[config.mk]
export PLATFORM = sky130hd
export DESIGN_NAME = match_control_flat
export DESIGN_NICKNAME = d
export VERILOG_FILES = /design/src/rtl/match_control_pkg.sv /design/src/rtl/match_control_if.sv /design/src/rtl/match_control_invuln_timer.sv /design/src/rtl/match_control.sv /design/src/flat_wrapper.sv
export SDC_FILE = /design/constraint.sdc
export NUM_CORES = 1
export LEC_CHECK = 0
export ABC_AREA = 1
export BUFFER_PORTS_ARGS = -buffer_cell sky130_fd_sc_hd__buf_4
export CORE_ASPECT_RATIO = 0.75
export CORE_MARGIN = 4
export CORE_UTILIZATION = 55
export DETAILED_ROUTE_END_ITERATION = 7
export PLACE_DENSITY_LB_ADDON = 0.2
export SLEW_MARGIN = 0
export SYNTH_ARGS = -nofsm -noshare
export SYNTH_HDL_FRONTEND = slang
export SYNTH_SLANG_ARGS = --single-unit
[constraint.sdc]
create_clock -name clk -period 1.9 [get_ports clk]
set_clock_uncertainty 0.05 [all_clocks]
set_input_delay 0.38 -clock clk [delete_from_list [all_inputs] [get_ports clk]]
set_output_delay 0.38 -clock clk [all_outputs]
set_load 0.02 [all_outputs]
[src/rtl/match_control_pkg.sv]
// GamePkg: shared types and widths for the match controller.
//   match_state_t : 3-bit match state encoding
//   HP_W          : width of the hit-point counters
//   ROUND_W       : width of the round-win counters
package GamePkg;
    localparam int HP_W    = 4;
    localparam int ROUND_W = 3;

    typedef enum logic [2:0] {
        S_START     = 3'd0,
        S_PLAY      = 3'd1,
        S_PAUSE     = 3'd2,
        S_ROUND_END = 3'd3,
        S_WIN       = 3'd4,
        S_LOSE      = 3'd5
    } match_state_t;
endpackage

[src/rtl/match_control_if.sv]
// match_control_if: groups the game-side inputs and status outputs of the
// match controller.
//   select, pause              : player controls (levels)
//   player_hit, enemy_hit      : one-cycle hit pulses
//   player_shield, enemy_shield: shield active, blocks damage
//   o_state .. o_round_start   : registered match status
// master = stimulus/game side, slave = match_control.
interface match_control_if;
    import GamePkg::*;

    logic                select;
    logic                pause;
    logic                player_hit;
    logic                enemy_hit;
    logic                player_shield;
    logic                enemy_shield;
    match_state_t        o_state;
    logic                o_is_gaming;
    logic [HP_W-1:0]     o_player_hp;
    logic [HP_W-1:0]     o_enemy_hp;
    logic [ROUND_W-1:0]  o_player_rounds;
    logic [ROUND_W-1:0]  o_enemy_rounds;
    logic                o_player_invuln;
    logic                o_enemy_invuln;
    logic                o_round_start;

    modport master (
        output select, pause, player_hit, enemy_hit, player_shield, enemy_shield,
        input  o_state, o_is_gaming, o_player_hp, o_enemy_hp, o_player_rounds,
               o_enemy_rounds, o_player_invuln, o_enemy_invuln, o_round_start
    );

    modport slave (
        input  select, pause, player_hit, enemy_hit, player_shield, enemy_shield,
        output o_state, o_is_gaming, o_player_hp, o_enemy_hp, o_player_rounds,
               o_enemy_rounds, o_player_invuln, o_enemy_invuln, o_round_start
    );
endinterface

[src/rtl/match_control_invuln_timer.sv]
// invuln_timer: per-side invulnerability down-counter.
//   clk, rst_n : clock, asynchronous active-low reset
//   clr_i      : clear the window (round start)
//   load_i     : a damaging hit landed; (re)start the window
//   run_i      : count down this cycle (only while playing)
//   active_o   : window active (counter nonzero), decoded from the register
module invuln_timer #(
    parameter int IFRAME_CYCLES = 4
) (
    input  logic clk,
    input  logic rst_n,
    input  logic clr_i,
    input  logic load_i,
    input  logic run_i,
    output logic active_o
);
    localparam int              CNT_W    = $clog2(IFRAME_CYCLES + 1);
    localparam logic [CNT_W-1:0] CNT_LOAD = CNT_W'(IFRAME_CYCLES);

    logic [CNT_W-1:0] cnt_q, cnt_d;

    always_comb begin
        cnt_d = cnt_q;
        if (clr_i) begin
            cnt_d = '0;
        end else if (load_i) begin
            cnt_d = CNT_LOAD;
        end else if (run_i && cnt_q != '0) begin
            cnt_d = cnt_q - CNT_W'(1);
        end
    end

    always_ff @(posedge clk or negedge rst_n) begin
        if (!rst_n) begin
            cnt_q <= '0;
        end else begin
            cnt_q <= cnt_d;
        end
    end

    assign active_o = (cnt_q != '0);
endmodule

[src/rtl/match_control.sv]
// match_control: round/match state machine for a two-sided shooter.
//   clk, rst_n : clock, asynchronous active-low reset
//   bus        : match_control_if.slave (controls, hits, shields, status)
// Optional feature: define MATCH_CONTROL_PAUSE_EN to build the pause
// edge detector and the S_PAUSE state; otherwise pause is ignored.
module match_control
    import GamePkg::*;
#(
    parameter int MAX_HP           = 3,
    parameter int ROUNDS_TO_WIN    = 2,
    parameter int IFRAME_CYCLES    = 4,
    parameter int ROUND_GAP_CYCLES = 8
) (
    input  logic            clk,
    input  logic            rst_n,
    match_control_if.slave  bus
);
    localparam int                 GAP_W    = $clog2(ROUND_GAP_CYCLES + 1);
    localparam logic [HP_W-1:0]    HP_FULL  = HP_W'(MAX_HP);
    localparam logic [ROUND_W-1:0] RND_WIN  = ROUND_W'(ROUNDS_TO_WIN);
    localparam logic [GAP_W-1:0]   GAP_LOAD = GAP_W'(ROUND_GAP_CYCLES);

    match_state_t       state_q, state_d;
    logic [HP_W-1:0]    p_hp_q, p_hp_d, e_hp_q, e_hp_d;
    logic [ROUND_W-1:0] p_rnd_q, p_rnd_d, e_rnd_q, e_rnd_d;
    logic [GAP_W-1:0]   gap_q, gap_d;
    logic               round_start_q, round_start_d;
    logic               p_inv, e_inv, p_load, e_load, inv_clr, inv_run;
    logic               p_dmg, e_dmg, pause_edge;

    function automatic logic [ROUND_W-1:0] sat_inc(input logic [ROUND_W-1:0] r);
        return (r >= RND_WIN) ? r : r + ROUND_W'(1);
    endfunction

`ifdef MATCH_CONTROL_PAUSE_EN
    logic pause_q;
    always_ff @(posedge clk or negedge rst_n) begin
        if (!rst_n) pause_q <= 1'b0;
        else        pause_q <= bus.pause;
    end
    assign pause_edge = bus.pause & ~pause_q;
`else
    assign pause_edge = 1'b0;
`endif

    // A hit only counts if it is unshielded, outside the i-frame window and
    // the side still has HP left.
    assign p_dmg   = bus.player_hit && !bus.player_shield && !p_inv && (p_hp_q != '0);
    assign e_dmg   = bus.enemy_hit  && !bus.enemy_shield  && !e_inv && (e_hp_q != '0);
    assign inv_run = (state_q == S_PLAY);

    always_comb begin
        state_d       = state_q;
        p_hp_d        = p_hp_q;
        e_hp_d        = e_hp_q;
        p_rnd_d       = p_rnd_q;
        e_rnd_d       = e_rnd_q;
        gap_d         = gap_q;
        round_start_d = 1'b0;
        p_load        = 1'b0;
        e_load        = 1'b0;
        inv_clr       = 1'b0;
        case (state_q)
            S_START: begin
                if (bus.select) begin
                    state_d       = S_PLAY;
                    p_hp_d        = HP_FULL;
                    e_hp_d        = HP_FULL;
                    p_rnd_d       = '0;
                    e_rnd_d       = '0;
                    inv_clr       = 1'b1;
                    round_start_d = 1'b1;
                end
            end
            S_PLAY: begin
                // Round end is judged on registered HP, so a simultaneous
                // knock-out on both sides lands here together as a draw.
                if (p_hp_q == '0 || e_hp_q == '0) begin
                    state_d = S_ROUND_END;
                    gap_d   = GAP_LOAD;
                    if (p_hp_q == '0 && e_hp_q != '0) e_rnd_d = sat_inc(e_rnd_q);
                    if (e_hp_q == '0 && p_hp_q != '0) p_rnd_d = sat_inc(p_rnd_q);
                end else begin
                    if (pause_edge) state_d = S_PAUSE;
                    if (p_dmg) begin
                        p_hp_d = p_hp_q - HP_W'(1);
                        p_load = 1'b1;
                    end
                    if (e_dmg) begin
                        e_hp_d = e_hp_q - HP_W'(1);
                        e_load = 1'b1;
                    end
                end
            end
            S_PAUSE: begin
                if (pause_edge) state_d = S_PLAY;
            end
            S_ROUND_END: begin
                // Gap counts GAP_LOAD..1, giving exactly ROUND_GAP_CYCLES cycles.
                if (gap_q <= GAP_W'(1)) begin
                    gap_d = '0;
                    if (p_rnd_q == RND_WIN) begin
                        state_d = S_WIN;
                    end else if (e_rnd_q == RND_WIN) begin
                        state_d = S_LOSE;
                    end else begin
                        state_d       = S_PLAY;
                        p_hp_d        = HP_FULL;
                        e_hp_d        = HP_FULL;
                        inv_clr       = 1'b1;
                        round_start_d = 1'b1;
                    end
                end else begin
                    gap_d = gap_q - GAP_W'(1);
                end
            end
            S_WIN, S_LOSE: begin
                if (bus.select) state_d = S_START;
            end
            default: state_d = S_START;
        endcase
    end

    always_ff @(posedge clk or negedge rst_n) begin
        if (!rst_n) begin
            state_q       <= S_START;
            p_hp_q        <= HP_FULL;
            e_hp_q        <= HP_FULL;
            p_rnd_q       <= '0;
            e_rnd_q       <= '0;
            gap_q         <= '0;
            round_start_q <= 1'b0;
        end else begin
            state_q       <= state_d;
            p_hp_q        <= p_hp_d;
            e_hp_q        <= e_hp_d;
            p_rnd_q       <= p_rnd_d;
            e_rnd_q       <= e_rnd_d;
            gap_q         <= gap_d;
            round_start_q <= round_start_d;
        end
    end

    invuln_timer #(.IFRAME_CYCLES(IFRAME_CYCLES)) u_player_iframe (
        .clk      (clk),
        .rst_n    (rst_n),
        .clr_i    (inv_clr),
        .load_i   (p_load),
        .run_i    (inv_run),
        .active_o (p_inv)
    );

    invuln_timer #(.IFRAME_CYCLES(IFRAME_CYCLES)) u_enemy_iframe (
        .clk      (clk),
        .rst_n    (rst_n),
        .clr_i    (inv_clr),
        .load_i   (e_load),
        .run_i    (inv_run),
        .active_o (e_inv)
    );

    assign bus.o_state         = state_q;
    assign bus.o_is_gaming     = (state_q == S_PLAY);
    assign bus.o_player_hp     = p_hp_q;
    assign bus.o_enemy_hp      = e_hp_q;
    assign bus.o_player_rounds = p_rnd_q;
    assign bus.o_enemy_rounds  = e_rnd_q;
    assign bus.o_player_invuln = p_inv;
    assign bus.o_enemy_invuln  = e_inv;
    assign bus.o_round_start   = round_start_q;
endmodule

[src/flat_wrapper.sv]
// flat-port wrapper written by rule: the top's interface ports become plain ports
module match_control_flat import GamePkg::*;
#(
    parameter int MAX_HP           = 3,
    parameter int ROUNDS_TO_WIN    = 2,
    parameter int IFRAME_CYCLES    = 4,
    parameter int ROUND_GAP_CYCLES = 8
)
  (clk, rst_n, bus_select, bus_pause, bus_player_hit, bus_enemy_hit, bus_player_shield, bus_enemy_shield, bus_o_state, bus_o_is_gaming, bus_o_player_hp, bus_o_enemy_hp, bus_o_player_rounds, bus_o_enemy_rounds, bus_o_player_invuln, bus_o_enemy_invuln, bus_o_round_start);
  match_control_if bus_i ();
  input  logic clk;
  input  logic rst_n;
  input wire logic [$bits(bus_i.select)-1:0] bus_select;
  input wire logic [$bits(bus_i.pause)-1:0] bus_pause;
  input wire logic [$bits(bus_i.player_hit)-1:0] bus_player_hit;
  input wire logic [$bits(bus_i.enemy_hit)-1:0] bus_enemy_hit;
  input wire logic [$bits(bus_i.player_shield)-1:0] bus_player_shield;
  input wire logic [$bits(bus_i.enemy_shield)-1:0] bus_enemy_shield;
  output wire logic [$bits(bus_i.o_state)-1:0] bus_o_state;
  output wire logic [$bits(bus_i.o_is_gaming)-1:0] bus_o_is_gaming;
  output wire logic [$bits(bus_i.o_player_hp)-1:0] bus_o_player_hp;
  output wire logic [$bits(bus_i.o_enemy_hp)-1:0] bus_o_enemy_hp;
  output wire logic [$bits(bus_i.o_player_rounds)-1:0] bus_o_player_rounds;
  output wire logic [$bits(bus_i.o_enemy_rounds)-1:0] bus_o_enemy_rounds;
  output wire logic [$bits(bus_i.o_player_invuln)-1:0] bus_o_player_invuln;
  output wire logic [$bits(bus_i.o_enemy_invuln)-1:0] bus_o_enemy_invuln;
  output wire logic [$bits(bus_i.o_round_start)-1:0] bus_o_round_start;
  assign bus_i.select = bus_select;
  assign bus_i.pause = bus_pause;
  assign bus_i.player_hit = bus_player_hit;
  assign bus_i.enemy_hit = bus_enemy_hit;
  assign bus_i.player_shield = bus_player_shield;
  assign bus_i.enemy_shield = bus_enemy_shield;
  assign bus_o_state = bus_i.o_state;
  assign bus_o_is_gaming = bus_i.o_is_gaming;
  assign bus_o_player_hp = bus_i.o_player_hp;
  assign bus_o_enemy_hp = bus_i.o_enemy_hp;
  assign bus_o_player_rounds = bus_i.o_player_rounds;
  assign bus_o_enemy_rounds = bus_i.o_enemy_rounds;
  assign bus_o_player_invuln = bus_i.o_player_invuln;
  assign bus_o_enemy_invuln = bus_i.o_enemy_invuln;
  assign bus_o_round_start = bus_i.o_round_start;
  match_control #(.MAX_HP(MAX_HP), .ROUNDS_TO_WIN(ROUNDS_TO_WIN), .IFRAME_CYCLES(IFRAME_CYCLES), .ROUND_GAP_CYCLES(ROUND_GAP_CYCLES)) u_core (.clk(clk), .rst_n(rst_n), .bus(bus_i));
endmodule
==> results by group, run 1 <==
STA
  • Minimum clock period after layout: 1760 ps
  • Endpoints failing setup: 0
  • Worst rel slew slack: 66.6%
  • Worst-margin pin slew: 497 ps
  • Fin crit share: 92.7%
  • Fmax: 568 MHz
  • Fin. max-slew vios: 0
  • Final Hold Fails: 0
  • TNS Setup: 0 ps
  • RSZ-0062 raised after global routing: no

Logic synthesis
  • Seq/Total Area, Yosys: 37.5%
  • Cells after synthesis: 249
  • Distinct cell type count after synthesis: 26
  • Yosys warns: 0
  • Syn Nets: 270
  • Syn_area_per_cell: 7.55 um^2
  • Cell area after synthesis: 0.00188 mm^2
  • Yosys reg bits: 28

GRT
  • Gr usage total: 20.1%
  • Largest net degree at the start of global routing: 29
  • Total grt overflow: 0
  • Vias in the first global route: 1501
  • First-pass GRT wire length: 6890 um
  • Initial antenna violation count: 0

Power and ir drop
  • Leak: 1.27 nW
  • P_int: 792 uW
  • Peak supply drop: 349 uV
  • Clock Power Share: 37.9%
  • Power share of the combinational group: 2.6%
  • Switching Share: 21.0%
  • Switch Pwr: 211 uW
  • PwrDens: 443 mW/mm^2
  • Sequential share of power: 59.4%

Floorplanning
  • Core Box Area: 0.00329 mm^2
  • Die H: 58.6 um
  • Starting density of the core: 57.2%
  • Num ports: 29
  • Die width: 75.5 um
  • Die ar.: 0.00443 mm^2
  • Site row count: 18

Clock network
  • Htree depth: 1
  • Num CTS Buffers: 3
  • Latest clock arrival within the worst-skew pair: 280 ps
  • Sink Count: 28
  • CTS tree: built
  • Bufs on Longest Clock Path: 2
  • Clk slew on worst S/H paths: 100 ps
  • Root Buffer: clkbuf_8

Critical path
  • CP peak stage delay: 550 ps
  • Crit end category: flip-flop
  • Type of origin of the critical path: flip-flop
  • WP data arrival: 1890 ps
  • CP max FO: 4
  • R2R depth: 8
  • Slowest CP cell: dfstp_2
  • WP depth: 8
  • CP Buf/Inv Count: 1
  • WS Path Type: flip-flop to flip-flop
  • Delay-heaviest family, CP: flip-flops
  • Worst path most repeated cell: nand2_1
  • CP Data Required Time: 2030 ps
  • Critical path, cell by cell: inv_1 > ha_1 > nand2_1 > nor2_1 > o21ai_1 > nand3_1 > nand2_1 > nand2_1

Outcome
  • Status: completed

Drt
  • Vias per cell: 5.13
  • Routed Antenna Nets: 0
  • WL/cell: 12.3 um
  • DR pass1 iterations: 4
  • Drt total wl: 4020 um
  • Number of remaining DRC errors: 0
  • Initial drt markers: 86
  • Vias: 1681

Final layout
  • Fill cell count: 280
  • Final cell count without fillers: 328
  • Antenna cells: 0
  • Area grow syn2layout: 20.2%
  • Final #Nets: 310
  • Layout cells sized above 1: 22.6%

Placement
  • Dpl cells: 320
  • Dpl hpwl: 3030 um
  • Routability cong.: 0.913
  • PortBufs: 27

Worst hold path
  • Hold-critical path depth: 4
  • Hold WC Path Type: primary input to flip-flop

Job
  • MaxCap Viol Count: 0
-- repair_timing --
| item | in CTS | in global routing |
|---|---|---|
| hold buffers | 1 | 0 |
| endpoints found under the setup margin | 0 | 9 |
| buffers inserted | 0 | 3 |
| resized for setup | 0 | 3 |
| hold endpoints to repair | 24 | 0 |
-- worst min-delay path, stage by stage --
cell,delay (ps)
buf_4,100
inv_1,80
nand3_1,90
o21ai_0,70
-- flip-flops by register name (all words and copies together) (netlist names) --
register,count
u_core.bus.o_round_start,1
u_core.gap_q,4
u_core.u_player_iframe.cnt_q,3
u_core.bus.o_player_rounds,3
u_core.bus.o_enemy_hp,4
u_core.bus.o_player_hp,4
u_core.bus.o_state,3
u_core.u_enemy_iframe.cnt_q,3
u_core.bus.o_enemy_rounds,3
-- area by class of cell --
type | count | area (um^2) | share of cell area (%)
Tap cell | 40 | 50.0 | 2.21
Clock buffer | 4 | 55.1 | 2.43
Multi-Input combinational cell | 182 | 1030 | 45.8
Sequential cell | 28 | 706 | 31.2
Inverter | 38 | 143 | 6.31
Timing Repair Buffer | 36 | 273 | 12.1
-- placed cells by master (no fill, tap or decap) --
cell type / n
clkbuf_8: 4
a21oi_2: 1
nand4_1: 10
buf_4: 35
o31ai_1: 1
xnor2_1: 4
o21bai_2: 1
nor2_1: 24
nor2_8: 1
o22ai_1: 2
dlygate4sd3_1: 1
o21ai_0: 8
a21oi_1: 2
o21ai_1: 3
xor2_1: 4
nor2_2: 1
inv_1: 34
nand2_1: 72
nand2_2: 5
ha_1: 13
dfrtp_1: 24
dfstp_2: 4
inv_2: 4
or2_2: 1
a21oi_4: 3
nand3_1: 21
nor2_4: 2
nand2_4: 3
-- cells by family after synthesis --
| group | count (synthesis) | share of synthesized area, % |
|---|---|---|
| AND/OR/NAND/NOR | 140 | 34.3 |
| AO/OA/AOI/OAI | 21 | 7.59 |
| flip-flops | 28 | 37.5 |
| XOR/XNOR | 8 | 3.73 |
| adder cells (fa/ha/maj) | 13 | 8.65 |
| buffers and inverters | 39 | 8.18 |
-- worst paths after layout --
| check | from | endpoint | slack [ps] |
|---|---|---|---|
| max in group asynchronous | rst_n | u_core.bus.o_player_hp[1]$_DFFE_PN1P_ | 980 |
| worst min register to register | u_core.bus.o_player_hp[0]$_DFFE_PN1P_ | u_core.bus.o_player_hp[0]$_DFFE_PN1P_ | 430 |
| min in group asynchronous | rst_n | u_core.u_enemy_iframe.cnt_q[0]$_DFFE_PN0P_ | 500 |
| worst max register to register | u_core.bus.o_player_hp[0]$_DFFE_PN1P_ | u_core.bus.o_player_rounds[1]$_DFFE_PN0P_ | 140 |
| worst min-delay path | bus_select | u_core.bus.o_state[2]$_DFFE_PN0P_ | 420 |
| worst max-delay path | u_core.bus.o_player_hp[0]$_DFFE_PN1P_ | u_core.bus.o_player_rounds[1]$_DFFE_PN0P_ | 140 |
-- metal layers --
metal  wire length, um  GRT usage [%]
met3               228           4.61
met5                 0              0
met4                28           3.74
met1              1990           29.0
met2              1770           31.1
-- metrics by stage --
stage	area [um^2]	power, mW	hold WS [ps]	worst slack (ps)	utilization, %
2_1_floorplan	1880	0.611	34.4	132	-
3_3_place_gp	2160	0.633	274	100	65.7
3_5_place_dp	2160	0.633	274	46.5	65.7
4_1_cts	2220	1.01	417	17.0	67.7
5_1_grt	2260	1.04	430	9.74	68.8
6_report	2260	1.00	423	139	68.8
-- cell usage after synthesis, drive strengths merged --
library cell | number | area share (%)
a21oi | 6 | 3.2
nand4 | 10 | 3.3
or2 | 1 | 0.33
o22ai | 2 | 0.67
nand3 | 21 | 5.6
o31ai | 1 | 0.40
o21bai | 1 | 0.40
xnor2 | 4 | 1.9
inv | 38 | 7.6
dfrtp | 24 | 32
nand2 | 80 | 18
o21ai | 11 | 2.9
ha | 13 | 8.6
nor2 | 28 | 7.4
xor2 | 4 | 1.9
buf | 1 | 0.60
dfstp | 4 | 5.6
-- power by group through the flow --
stage / sequential [mW] / combinational [mW] / clock (mW)
final: 0.596 / 0.0265 / 0.380
after CTS: 0.596 / 0.0277 / 0.388
after global placement: 0.607 / 0.0257 / 0
after floorplan: 0.607 / 0.00333 / 0
after detailed placement: 0.607 / 0.0262 / 0
after global routing: 0.596 / 0.0302 / 0.412
Note: power is estimated with default switching activity, not from simulation.
==> run 2, diff against run 1 <==
Settings changed: CORE_UTILIZATION 55 to 51.
Clock period 1.9 ns to 1.49 ns, I/O delays scaled along.
==> run 2 against run 1 <==
The run now ends with negative setup slack left; clock power up 66%; critical path depth stayed put; via count grew 32%; final cell count is 20% higher; critical endpoint is now u_core.bus.o_enemy_rounds[2]$_DFFE_PN0P_; design area is 40% higher; critical path type unchanged; highest routed layer unchanged; sequential power rose by 28%.
==> results by group, run 2 (synthesized netlist as in run 1, its figures left out) <==
Outcome
  • Status: complete, but fails checks
  • Failing checks: negative setup slack

Floorplanning
  • Site row count: 18 (unchanged)
  • Die ar.: 0.00473 mm^2 (+6.9%)
  • Die H: 60.6 um (+3.3%)
  • Num ports: 29 (unchanged)
  • Starting density of the core: 54.9% (-2.3 points)
  • Core Box Area: 0.00342 mm^2 (+4.1%)
  • Die width: 78.1 um (+3.4%)

Worst hold path
  • Hold WC Path Type: primary input to flip-flop
  • Worst Hold Launch: bus_select

Final layout
  • Finished Cell Area: 0.00316 mm^2 (+40%)
  • Fill cell count: 138 (-51%)
  • Multi-input logic area: 0.00138 mm^2 (+33%)
  • Fin util: 92.3% (+24 points)
  • Layout cells sized above 1: 54.8% (+32 points)
  • Most common cell after layout, fill and taps aside: buf_4
  • Final #Nets: 367 (+18%)
  • Area grow syn2layout: 68.0%
  • Most frequent cells in the layout: 73 x buf_4, 53 x nand2_1, 21 x dfrtp_1
  • Seq. cell area: 709 um^2 (+0.53%)
  • Antenna cells: 0 (unchanged)

Critical path
  • CP max FO: 5 (+1)
  • CP Data Required Time: 1670 ps (-360 ps)
  • Crit end category: flip-flop
  • Type of origin of the critical path: flip-flop
  • WP data arrival: 1860 ps (-30 ps)
  • Crit path from: u_core.bus.o_enemy_hp[0]$_DFFE_PN1P_
  • Worst r2r src: u_core.bus.o_enemy_hp[0]$_DFFE_PN1P_
  • WS Path Type: flip-flop to flip-flop

STA
  • Worst rel slew slack: 74.7% (+8.2 points)
  • Worst hold slack: 332 ps (-91.3 ps)
  • TNS Setup: -2820 ps (-2820 ps)
  • Minimum clock period after layout: 1680 ps (-76.8 ps)
  • Worst-margin pin slew: 379 ps (-118 ps)
  • Endpoints failing setup: 29 (+29)
  • Fin. max-slew vios: 0 (unchanged)
  • Fin crit share: 113% (+20 points)
  • RSZ-0062 raised after global routing: yes
  • Setup ws final: -195 ps (-333 ps)
  • Final Hold Fails: 0 (unchanged)
  • Fmax: 594 MHz (+4.6%)

Drt
  • Vias: 2224 (+32%)
  • Vias per cell: 5.63 (+9.9%)
  • Routed Antenna Nets: 0 (unchanged)
  • Initial drt markers: 250 (+190%)
  • DR pass1 iterations: 4 (unchanged)
  • WL/cell: 18.9 um (+54%)
  • Number of remaining DRC errors: 0 (unchanged)
  • Drt total wl: 7460 um (+86%)

Job
  • MaxCap Viol Count: 0 (unchanged)

GRT
  • Total grt overflow: 0 (unchanged)
  • Initial antenna violation count: 0 (unchanged)
  • Largest net degree at the start of global routing: 29 (unchanged)
  • Gr usage total: 25.1% (+5.0 points)
  • Vias in the first global route: 1970 (+31%)
  • First-pass GRT wire length: 9120 um (+32%)

Power and ir drop
  • Peak supply drop: 598 uV (+71%)
  • PwrDens: 452 mW/mm^2 (+1.9%)
  • Leak: 1.63 nW (+28%)

Placement
  • PortBufs: 27 (unchanged)
  • Dpl hpwl: 3510 um (+16%)
  • Dpl cell area: 0.00251 mm^2 (+16%)
  • Routability cong.: 0.870 (-4.7%)
  • Post-place setup slack: -113 ps (-159 ps)

Clock network
  • Htree depth: 1 (unchanged)
  • Sink Count: 28 (unchanged)
  • Latest clock arrival within the worst-skew pair: 290 ps (about the same)
  • Root Buffer: clkbuf_8
  • Num CTS Buffers: 3 (unchanged)
  • Bufs on Longest Clock Path: 2 (unchanged)
  • Clk slew on worst S/H paths: 100 ps (about the same)
  • CTS tree: built
run 2: cell types whose count changed in the layout (fill, tap and decap cells not counted), moves of 5 or more:
cell     before  now
buf_4        35   73
nand2_1      72   53
buf_6         0   15
inv_1        34   20
inv_2         4   16
nand2_2       5   17
nor2_1       24   14
ha_1         13    6
nand3_1      21   14
nor2_2        1    8
ha_4          0    6
nand2_4       3    8
run 2: path summary, 6_finish.rpt:
kind / to / slack, ps / cells after the start
setup / recovery: u_core.bus.o_enemy_rounds[2]$_DFFE_PN0P_ / -190 / 8
hold / removal: u_core.bus.o_state[2]$_DFFE_PN0P_ / 330 / 4
setup reg to reg: u_core.bus.o_enemy_rounds[2]$_DFFE_PN0P_ / -190 / 8
min in group asynchronous: u_core.u_player_iframe.cnt_q[2]$_DFFE_PN0P_ / 410 / 2
max in group asynchronous: u_core.bus.o_player_hp[0]$_DFFE_PN1P_ / 660 / 2
hold reg to reg: u_core.gap_q[3]$_DFFE_PN0P_ / 520 / 2
run 2: through the flow:
stage	total power, mW	std cells
6_report	1.43	395
2_1_floorplan	0.779	249
4_1_cts	1.41	388
3_5_place_dp	0.807	361
3_3_place_gp	0.807	361
5_1_grt	1.46	395
run 2: worst max-delay path, stage by stage, from the launching register on:
cell     delay (ps)
dfstp_2         580
inv_4            50
ha_4            160
nand3_4         130
nand3_4         120
buf_4           160
nor2_4          110
nand4_1         140
nand2_1         110
run 2: area by class of cell:
type                            count  share of cell area, %
Multi-Input combinational cell    183                   43.6
Timing Repair Buffer               92                   25.1
Sequential cell                    28                   22.5
Inverter                           38                   4.67
Tap cell                           50                   1.98
Clock buffer                        3                   1.31
Clock inverter                      1                  0.950
run 2: timing repair:
item                                    4_1_cts  5_1_grt
hold endpoints to repair                     24        0
pin swaps                                    13       21
cloned                                        1        1
hold buffers                                  1        0
setup buffers                                21        6
resized for setup                            47       46
endpoints found under the setup margin       26       31
run 2: where the power goes:
part / switching [mW] / leakage, nW / internal, mW
Combinational: 0.0247 / 1.25 / 0.0130
Sequential: 0 / 0.346 / 0.760
Clock: 0.269 / 0.0357 / 0.361
run 2: metal layers:
metal / track usage (%) / routed length (um) / share of wire [%]
met5: 0 / 0 / 0
met1: 30.9 / 2910 / 39
met3: 4.90 / 555 / 7.4
met2: 44.9 / 3680 / 49
met4: 9.48 / 323 / 4.3
